## src/rtl/dmem_bridge_pkg.sv

```systemverilog
// Shared definitions for the data-memory bridge: FSM encoding, error codes
// and the sticky error merge helper.
package dmem_bridge_pkg;

  typedef enum logic [1:0] {
    IDLE = 2'd0,
    BUSY = 2'd1,
    DONE = 2'd2
  } state_t;

  localparam logic [1:0] ERR_NONE     = 2'b00;
  localparam logic [1:0] ERR_MISALIGN = 2'b01;
  localparam logic [1:0] ERR_TIMEOUT  = 2'b10;
  localparam logic [1:0] ERR_CONFLICT = 2'b11;

  // Wide enough for the largest legal timeout (255 cycles).
  localparam int unsigned TIMEOUT_CTR_W = 8;

  // First error wins: a recorded code is never replaced until reset.
  function automatic logic [1:0] err_merge(input logic [1:0] cur, input logic [1:0] nxt);
    return (cur == ERR_NONE) ? nxt : cur;
  endfunction

endpackage

```

## src/rtl/dmem_timeout_ctr.sv

```systemverilog
// Counts consecutive enabled cycles and flags the cycle in which the
// LIMIT-th one is reached. Synchronous active-low reset.
module dmem_timeout_ctr
  import dmem_bridge_pkg::*;
#(
  parameter int unsigned LIMIT = 64
) (
  input  logic clk,
  input  logic rst,
  input  logic clear,
  input  logic enable,
  output logic expired
);

  logic [TIMEOUT_CTR_W-1:0] r_count;

  always_ff @(posedge clk) begin
    if (!rst || clear) begin
      r_count <= '0;
    end else if (enable) begin
      r_count <= r_count + 1'b1;
    end
  end

  // r_count holds the number of earlier enabled cycles, so LIMIT-1 marks the LIMIT-th.
  assign expired = enable && (r_count == TIMEOUT_CTR_W'(LIMIT - 1));

endmodule

```

## src/rtl/dmem_bridge.sv

```systemverilog
// Core-to-memory bridge: one outstanding load/store with stall/done handshake
// and sticky error reporting. Optional BUSY timeout under DMEM_BRIDGE_TIMEOUT_EN.
module dmem_bridge
  import dmem_bridge_pkg::*;
#(
  parameter int unsigned TIMEOUT_CYCLES = 64
) (
  input  logic        clk,
  input  logic        rst,
  input  logic        memoryRead,
  input  logic        writeFlag,
  input  logic [31:0] addressIn,
  input  logic [31:0] dataOut,
  output logic [31:0] memoryDataIn,
  output logic        stall,
  output logic        done,
  output logic [1:0]  err_bits,
  output logic        mem_req,
  output logic        mem_we,
  output logic [31:0] mem_addr,
  output logic [31:0] mem_wdata,
  input  logic [31:0] mem_rdata,
  input  logic        mem_ack
);

  if (TIMEOUT_CYCLES < 2 || TIMEOUT_CYCLES > 255) begin : g_bad_timeout
    $error("dmem_bridge: TIMEOUT_CYCLES must be within 2..255");
  end

  state_t      r_state;
  logic        r_done;
  logic        r_mem_req;
  logic        r_mem_we;
  logic [31:0] r_mem_addr;
  logic [31:0] r_mem_wdata;
  logic [31:0] r_rdata;
  logic [1:0]  r_err;

  logic w_any_req;
  logic w_conflict;
  logic w_misalign;
  logic w_ack;
  logic w_busy;
  logic w_expired;

  assign w_any_req  = memoryRead | writeFlag;
  assign w_conflict = memoryRead & writeFlag;
  assign w_misalign = (addressIn[1:0] != 2'b00);
  assign w_busy     = (r_state == BUSY);
  assign w_ack      = mem_ack & r_mem_req;

`ifdef DMEM_BRIDGE_TIMEOUT_EN
  dmem_timeout_ctr #(
    .LIMIT (TIMEOUT_CYCLES)
  ) u_timeout (
    .clk     (clk),
    .rst     (rst),
    .clear   (!w_busy),
    .enable  (w_busy),
    .expired (w_expired)
  );
`else
  assign w_expired = 1'b0;
`endif

  always_ff @(posedge clk) begin
    if (!rst) begin
      r_state     <= IDLE;
      r_done      <= 1'b0;
      r_mem_req   <= 1'b0;
      r_mem_we    <= 1'b0;
      r_mem_addr  <= '0;
      r_mem_wdata <= '0;
      r_rdata     <= '0;
      r_err       <= ERR_NONE;
    end else begin
      r_done <= 1'b0;
      unique case (r_state)
        IDLE: begin
          if (w_any_req) begin
            // Conflict outranks misalignment: neither issues a memory access.
            if (w_conflict) begin
              r_err   <= err_merge(r_err, ERR_CONFLICT);
              r_done  <= 1'b1;
              r_state <= DONE;
            end else if (w_misalign) begin
              r_err   <= err_merge(r_err, ERR_MISALIGN);
              r_done  <= 1'b1;
              r_state <= DONE;
            end else begin
              r_mem_req   <= 1'b1;
              r_mem_we    <= writeFlag;
              r_mem_addr  <= addressIn;
              r_mem_wdata <= dataOut;
              r_state     <= BUSY;
            end
          end
        end
        BUSY: begin
          if (w_ack) begin
            if (!r_mem_we) begin
              r_rdata <= mem_rdata;
            end
            r_mem_req <= 1'b0;
            r_mem_we  <= 1'b0;
            r_done    <= 1'b1;
            r_state   <= DONE;
          end else if (w_expired) begin
            r_err     <= err_merge(r_err, ERR_TIMEOUT);
            r_mem_req <= 1'b0;
            r_mem_we  <= 1'b0;
            r_done    <= 1'b1;
            r_state   <= DONE;
          end
        end
        DONE: begin
          r_state <= IDLE;
        end
        default: begin
          r_state <= IDLE;
        end
      endcase
    end
  end

  // Combinational so the core freezes in the same cycle it presents a request.
  assign stall = w_busy || ((r_state == IDLE) && w_any_req);

  assign memoryDataIn = r_rdata;
  assign done         = r_done;
  assign err_bits     = r_err;
  assign mem_req      = r_mem_req;
  assign mem_we       = r_mem_we;
  assign mem_addr     = r_mem_addr;
  assign mem_wdata    = r_mem_wdata;

endmodule

```

## config.mk

```make
export PLATFORM = sky130hd
export DESIGN_NAME = dmem_bridge
export DESIGN_NICKNAME = d
export VERILOG_FILES = /design/src/rtl/dmem_bridge_pkg.sv /design/src/rtl/dmem_timeout_ctr.sv /design/src/rtl/dmem_bridge.sv
export SDC_FILE = /design/constraint.sdc
export NUM_CORES = 1
export LEC_CHECK = 0
export BUFFER_PORTS_ARGS = -buffer_cell sky130_fd_sc_hd__buf_4
export CORE_UTILIZATION = 35
export CTS_BUF_LIST = sky130_fd_sc_hd__clkbuf_4 sky130_fd_sc_hd__clkbuf_8
export CTS_CLUSTER_SIZE = 24
export DETAILED_ROUTE_END_ITERATION = 10
export SYNTH_ARGS = -nofsm -noshare
export SYNTH_HDL_FRONTEND = slang
export SYNTH_HIERARCHICAL = 1
export SYNTH_SLANG_ARGS = --single-unit
```

## constraint.sdc

```tcl
create_clock -name clk -period 2.2 [get_ports clk]
set_clock_uncertainty 0.2 [all_clocks]
set_input_delay 0.11 -clock clk [delete_from_list [all_inputs] [get_ports clk]]
set_output_delay 0.11 -clock clk [all_outputs]
set_load 0.02 [all_outputs]
```

# [Yosys cells after proc, flatten, opt, wreduce, memory -nomap -nowiden]
# Cells that the tools add are included.
[op_classes] n_eq_ne=5 muxes=23 n_bitwise=6 reduce_logical=12
[op_table] operator="$mux 2" n=8
[op_table] operator="$mux 1" n=11
[op_table] operator="$ne 2x2->1 const B" n=4
[op_table] operator="$reduce_and 4->1" n=2
[op_table] operator="$pmux 1 s2" n=3
[op_table] operator="$reduce_bool 2->1" n=3
[op_table] operator="$reduce_and 5->1" n=1
[op_table] operator="$logic_not 2->1" n=2
[op_table] operator="$pmux 2 s2" n=1
[op_table] operator="$not 1->1" n=3
[op_table] operator="$reduce_and 3->1" n=1
[op_table] operator="$and 1x1->1" n=2
[op_table] operator="$eq 2x1->1 const B" n=1
[op_table] operator="$reduce_and 2->1" n=1
[op_table] operator="$logic_and 1x1->1" n=1
[op_table] operator="$logic_or 1x1->1" n=1
[op_table] operator="$or 1x1->1" n=1
[totals] reg_bits=103 inputBits=101 out_inout_bits=102 wordCells=54

# [Longest topological paths before layout]
[logic_depth] depth_word=5 ltp_mapped=6 depth_no_buf=3

# [Worst setup path after synthesis]
# Ideal clock, no wire load.
[synth_timing] path_type="register -> register" start="register r_state[0]" end="register r_mem_addr[10], in the netlist mem_addr[10]" setup_ns=0.132 arrival_ns=1.347 required_time_ns=1.868 slack_ns=0.521 stages_incl_launch_ff=7 n_path_buf=3 synth_period_minus_slack_ns=1.679 path_cell_list="dfxtp_1 -> buf_6 -> or4_4 -> buf_6 -> buf_8 -> o21ai_1 -> a21oi_1"
[synth_between] elab_chain_cells=2
[synth_lines] element="from (decl)" line="dmem_bridge.sv:30" text="state_t r_state;"
[synth_lines] element="from (signal assigned)" line="dmem_bridge.sv:68" text="r_state <= IDLE;"
[synth_lines] element="from (signal assigned)" line="dmem_bridge.sv:85" text="r_state <= DONE;"
[synth_lines] element="from (signal assigned)" line="dmem_bridge.sv:89" text="r_state <= DONE;"
[synth_lines] element="$logic_not 2->1" line="dmem_bridge.sv:78" text="unique case (r_state)"
[synth_lines] element="$reduce_and 4->1 (no line)"
[synth_lines] element="to (signal assigned)" line="dmem_bridge.sv:93" text="r_mem_addr <= addressIn;"
[synth_lines] element="to (decl)" line="dmem_bridge.sv:34" text="logic [31:0] r_mem_addr;"
# No other way between the ends.
# A chain may end at the register's enable or synchronous reset.

# [Final worst setup path]
[layout_timing] start="input port writeFlag" end="register r_mem_we, in the netlist mem_we"
[layout_between] elab_chain_cells=4 word_cells_on_any_way=9 cone_classes="eq/ne (2); mux (4); bitwise (2); reduce/logical (1)"
[layout_lines] element="from (decl)" line="dmem_bridge.sv:11" text="input logic writeFlag,"
[layout_lines] element="$mux 1" line="dmem_bridge.sv:86" text="end else if (w_misalign) begin"
[layout_lines] element="$mux 1" line="dmem_bridge.sv:82" text="if (w_conflict) begin"
[layout_lines] element="$mux 1" line="dmem_bridge.sv:80" text="if (w_any_req) begin"
[layout_lines] element="$pmux 1 s2" line="dmem_bridge.sv:78"
[layout_lines] element="to (signal assigned)" line="dmem_bridge.sv:92" text="r_mem_we <= writeFlag;"
[layout_lines] element="to (decl)" line="dmem_bridge.sv:33" text="logic r_mem_we;"
# Several ways; a longest one is shown, not always the timed one. The select of a mux whose other input is x is not followed.

==> key figures <==
Status
  • Outcome: completed

Power and ir drop
  • VDD IR max: 0.3346 mV
  • Switching share of power: about 27%
  • Power Dens Cells: between 500 and 600 nW/µm²
  • Seq pwr share: about half
  • Logic gate share of total power: ~20%
  • NetSw: 1.087 mW
  • Lkg Pwr: 2.791 nW
  • Clock network power share: 31.2%
  • Internal: 2.923 mW

Yosys
  • Syn_area_per_cell: ~8.6 µm²
  • Syn Inst Count: 470
  • Sequential area share after synthesis: between 50% and 60%
  • Syn Nets: 571
  • Synthesized area: 4055 µm²
  • Synth unique cells: 30
  • Synth Register Bits: 103
  • Yosys warnings: 6

Timing
  • Post-route setup TNS: 0 ns
  • Final setup viols: 0
  • Slew headroom: approximately 55%
  • WHS: 0.08200 ns
  • Final Hold Fails: 0
  • RSZ-0062 raised after global routing: false
  • Fin crit period: 2.146 ns
  • Slew Limit Fails: 0
  • Final period utilization: 97.54%
  • Max Fclk: about 470 MHz
  • Fin worst setup slack: 0.05406 ns
  • Worst slew pin tran: between 0.6 and 0.7 ns

CTS
  • Clk_lat worst skew: 0.35 ns
  • CTS buffer count: 9
  • Htree depth: 3
  • CTS sink count: between 100 and 150
  • CTS tree: built
  • CTS Root Cell: clkbuf_8
  • Clock buffer depth: 2
  • Clock-pin transition on the worst setup and hold timing paths: roughly 0.1 ns

Min path
  • Worst Hold Class: input pin to register

Worst setup path
  • WP data required: 2.30 ns
  • Worst Setup Start Kind: input pin
  • CP max FO: 7
  • Arr. time, crit path: 2.25 ns
  • R2R Setup Slk: between 0.1 and 0.15 ns
  • Critical path class: input pin to register
  • Endpoint class of the critical path: register

Route
  • Iteration-0 DRC Markers: 275
  • Total wire length: 13.63 mm
  • Met3 routed WL: roughly 1000 µm
  • Top Metal Used: met4
  • Total number of vias: 4571
  • DR WL met2: 6.798 mm
  • Drt drc: 0
  • Vias per cell: 5.130
  • Routed Antenna Nets: 0
  • Avg WL per Cell: 15.30 µm
  • DRT Pass-1 Iters: 4
  • WL met1: about 5.5 mm

Cells and area
  • Fillers: 963
  • Core Util, Final: 61.51%
  • Inserted Diodes: 0
  • Layout cells sized above 1: a little under a third
  • Nets: 847
  • Area growth from synthesis to layout: 68.03%

GRT
  • Initial antenna violation count: 0
  • Vias in the first global route: between 4k and 5k
  • Global-route wire length before repair: 20.48 mm
  • Tot GR Track Use: 21.72%
  • GR Overflow Total: 0
  • Largest net degree at the start of global routing: 63

Placed design
  • DP HPWL: 8.293 mm
  • RePlAce Congestion: 0.7532
  • Port bufs: 202
  • Pre-CTS worst setup slack: about 0.31 ns

Floorplan
  • # IOs: 203
  • Area of the core: around 11000 µm²
  • Starting Density: 36.60%
  • Die W: 109.6 µm
  • Site row count: 38
  • Die Area: 12020 µm²
  • Die Height: 109.6 µm

Run
  • MaxCap Viol Count: 0
stage by stage:
stage	cells	area (µm²)	power (mW)
5_1_grt	891	6814	4.197
6_report	891	6814	4.010
3_5_place_dp	772	5562	2.644
3_3_place_gp	772	5562	2.636
2_1_floorplan	470	4055	2.352
4_1_cts	887	6765	4.035
synthesized netlist by cell type:
cell | instances | area, µm²
and4b_1 | 1 | 10.01
buf_4 | 1 | 7.510
inv_2 | 1 | 3.750
xnor2_2 | 1 | 16.27
or2b_1 | 1 | 7.510
xor2_1 | 1 | 8.760
nor4_4 | 1 | 21.27
or4_4 | 1 | 11.26
mux2i_1 | 1 | 10.01
buf_2 | 10 | 50.05
nand2_1 | 3 | 11.26
a211o_1 | 1 | 8.760
o21ai_0 | 34 | 170.2
o211a_1 | 1 | 10.01
nand4b_1 | 1 | 8.760
a41oi_1 | 1 | 8.760
a221oi_2 | 1 | 15.01
and3_1 | 2 | 12.51
nor2_1 | 2 | 7.510
a21oi_1 | 98 | 490.5
clkbuf_1 | 26 | 97.59
nand3_1 | 96 | 480.5
buf_6 | 8 | 90.09
o2111ai_1 | 1 | 8.760
o21bai_1 | 1 | 7.510
a21o_1 | 1 | 7.510
o21ai_1 | 62 | 310.3
dfxtp_1 | 103 | 2062
inv_1 | 3 | 11.26
buf_8 | 6 | 90.09
worst max-delay path: stages:
cell and delay (ns):
dlygate4sd3_1 0.56, buf_6 0.14, a211o_1 0.34, a221oi_4 0.31, mux2i_1 0.22, dlygate4sd3_1 0.56
area by class of cell:
class                   count  area [µm²]  area share [%]
flip-flops and latches    103        2062           30.26
clock buffers              12       158.9           2.332
clock inverters             4       53.80          0.7896
multi-input cells         312        1684           24.72
well taps                 140       175.2           2.571
repair buffers            316        2665           39.11
inverters                   4       15.01          0.2203
final timing paths:
check	endpoint	from	cells past startpoint
hold reg to reg	err_bits[0]	err_bits[0]	2
setup / recovery	mem_we	writeFlag	6
hold / removal	mem_addr[6]	addressIn[0]	5
setup reg to reg	mem_we	r_state[1]	4
power groups by stage:
stage | registers, mW | clock network [mW] | logic, mW
finish | 1.96 | 1.25 | 0.801
CTS | 1.96 | 1.29 | 0.784
global route | 1.97 | 1.37 | 0.856
global placement | 2.00 | 0 | 0.635
detailed placement | 2.00 | 0 | 0.641
floorplan | 2.06 | 0 | 0.292
what timing repair did:
action | in CTS | in global routing
resized for setup | 0 | 3
hold buffers | 99 | 0
endpoints found under the setup margin | 0 | 1
hold endpoints to repair | 103 | 0
buffers inserted | 0 | 4
cell families (layout without fill, tap and decap cells):
family          Yosys count  count (layout)  synth area share, %
flops                   103             103                50.85
simple gates            108             108                14.07
buf+inv                  55             336                8.639
xor+xnor                  2               2               0.6172
compound gates          201             201                25.58
mux                       1               1               0.2468
sequential cells by signal (all words and copies together), names as in the netlist:
register	cells
mem_addr	32
mem_wdata	32
memoryDataIn	32
err_bits	2
r_state	2
done	1
mem_req	1
mem_we	1
layer usage:
metal / vias to the layer above / global-route usage (%)
met4: 0 / 8.095
met3: 21 / 6.402
met2: 173 / 38.10
li1: 2240 / -
met5: - / 0
met1: 2137 / 24.86
cell usage in the layout, fill, tap and decap left out:
master and count:
a21oi_1 98, buf_12 3, or4_4 1, a41oi_1 1, inv_2 1, clkbuf_8 11
a21o_1 1, a221oi_4 1, nand4b_1 1, clkinvlp_4 2, and3_1 2, buf_4 212
nand2_1 3, clkbuf_4 1, o21bai_1 1, nand3_1 96, or2b_1 1, a211o_1 1
clkinv_4 1, inv_1 3, and4b_1 1, bufinv_16 1, dlygate4sd3_1 99, xor2_4 1
o211a_1 1, buf_6 2, o21ai_1 62, dfxtp_1 103, nor2_1 2, mux2i_1 1
nor4_4 1, xnor2_4 1, o21ai_0 34, o2111ai_1 1
Power figures use the tool's default switching activity.
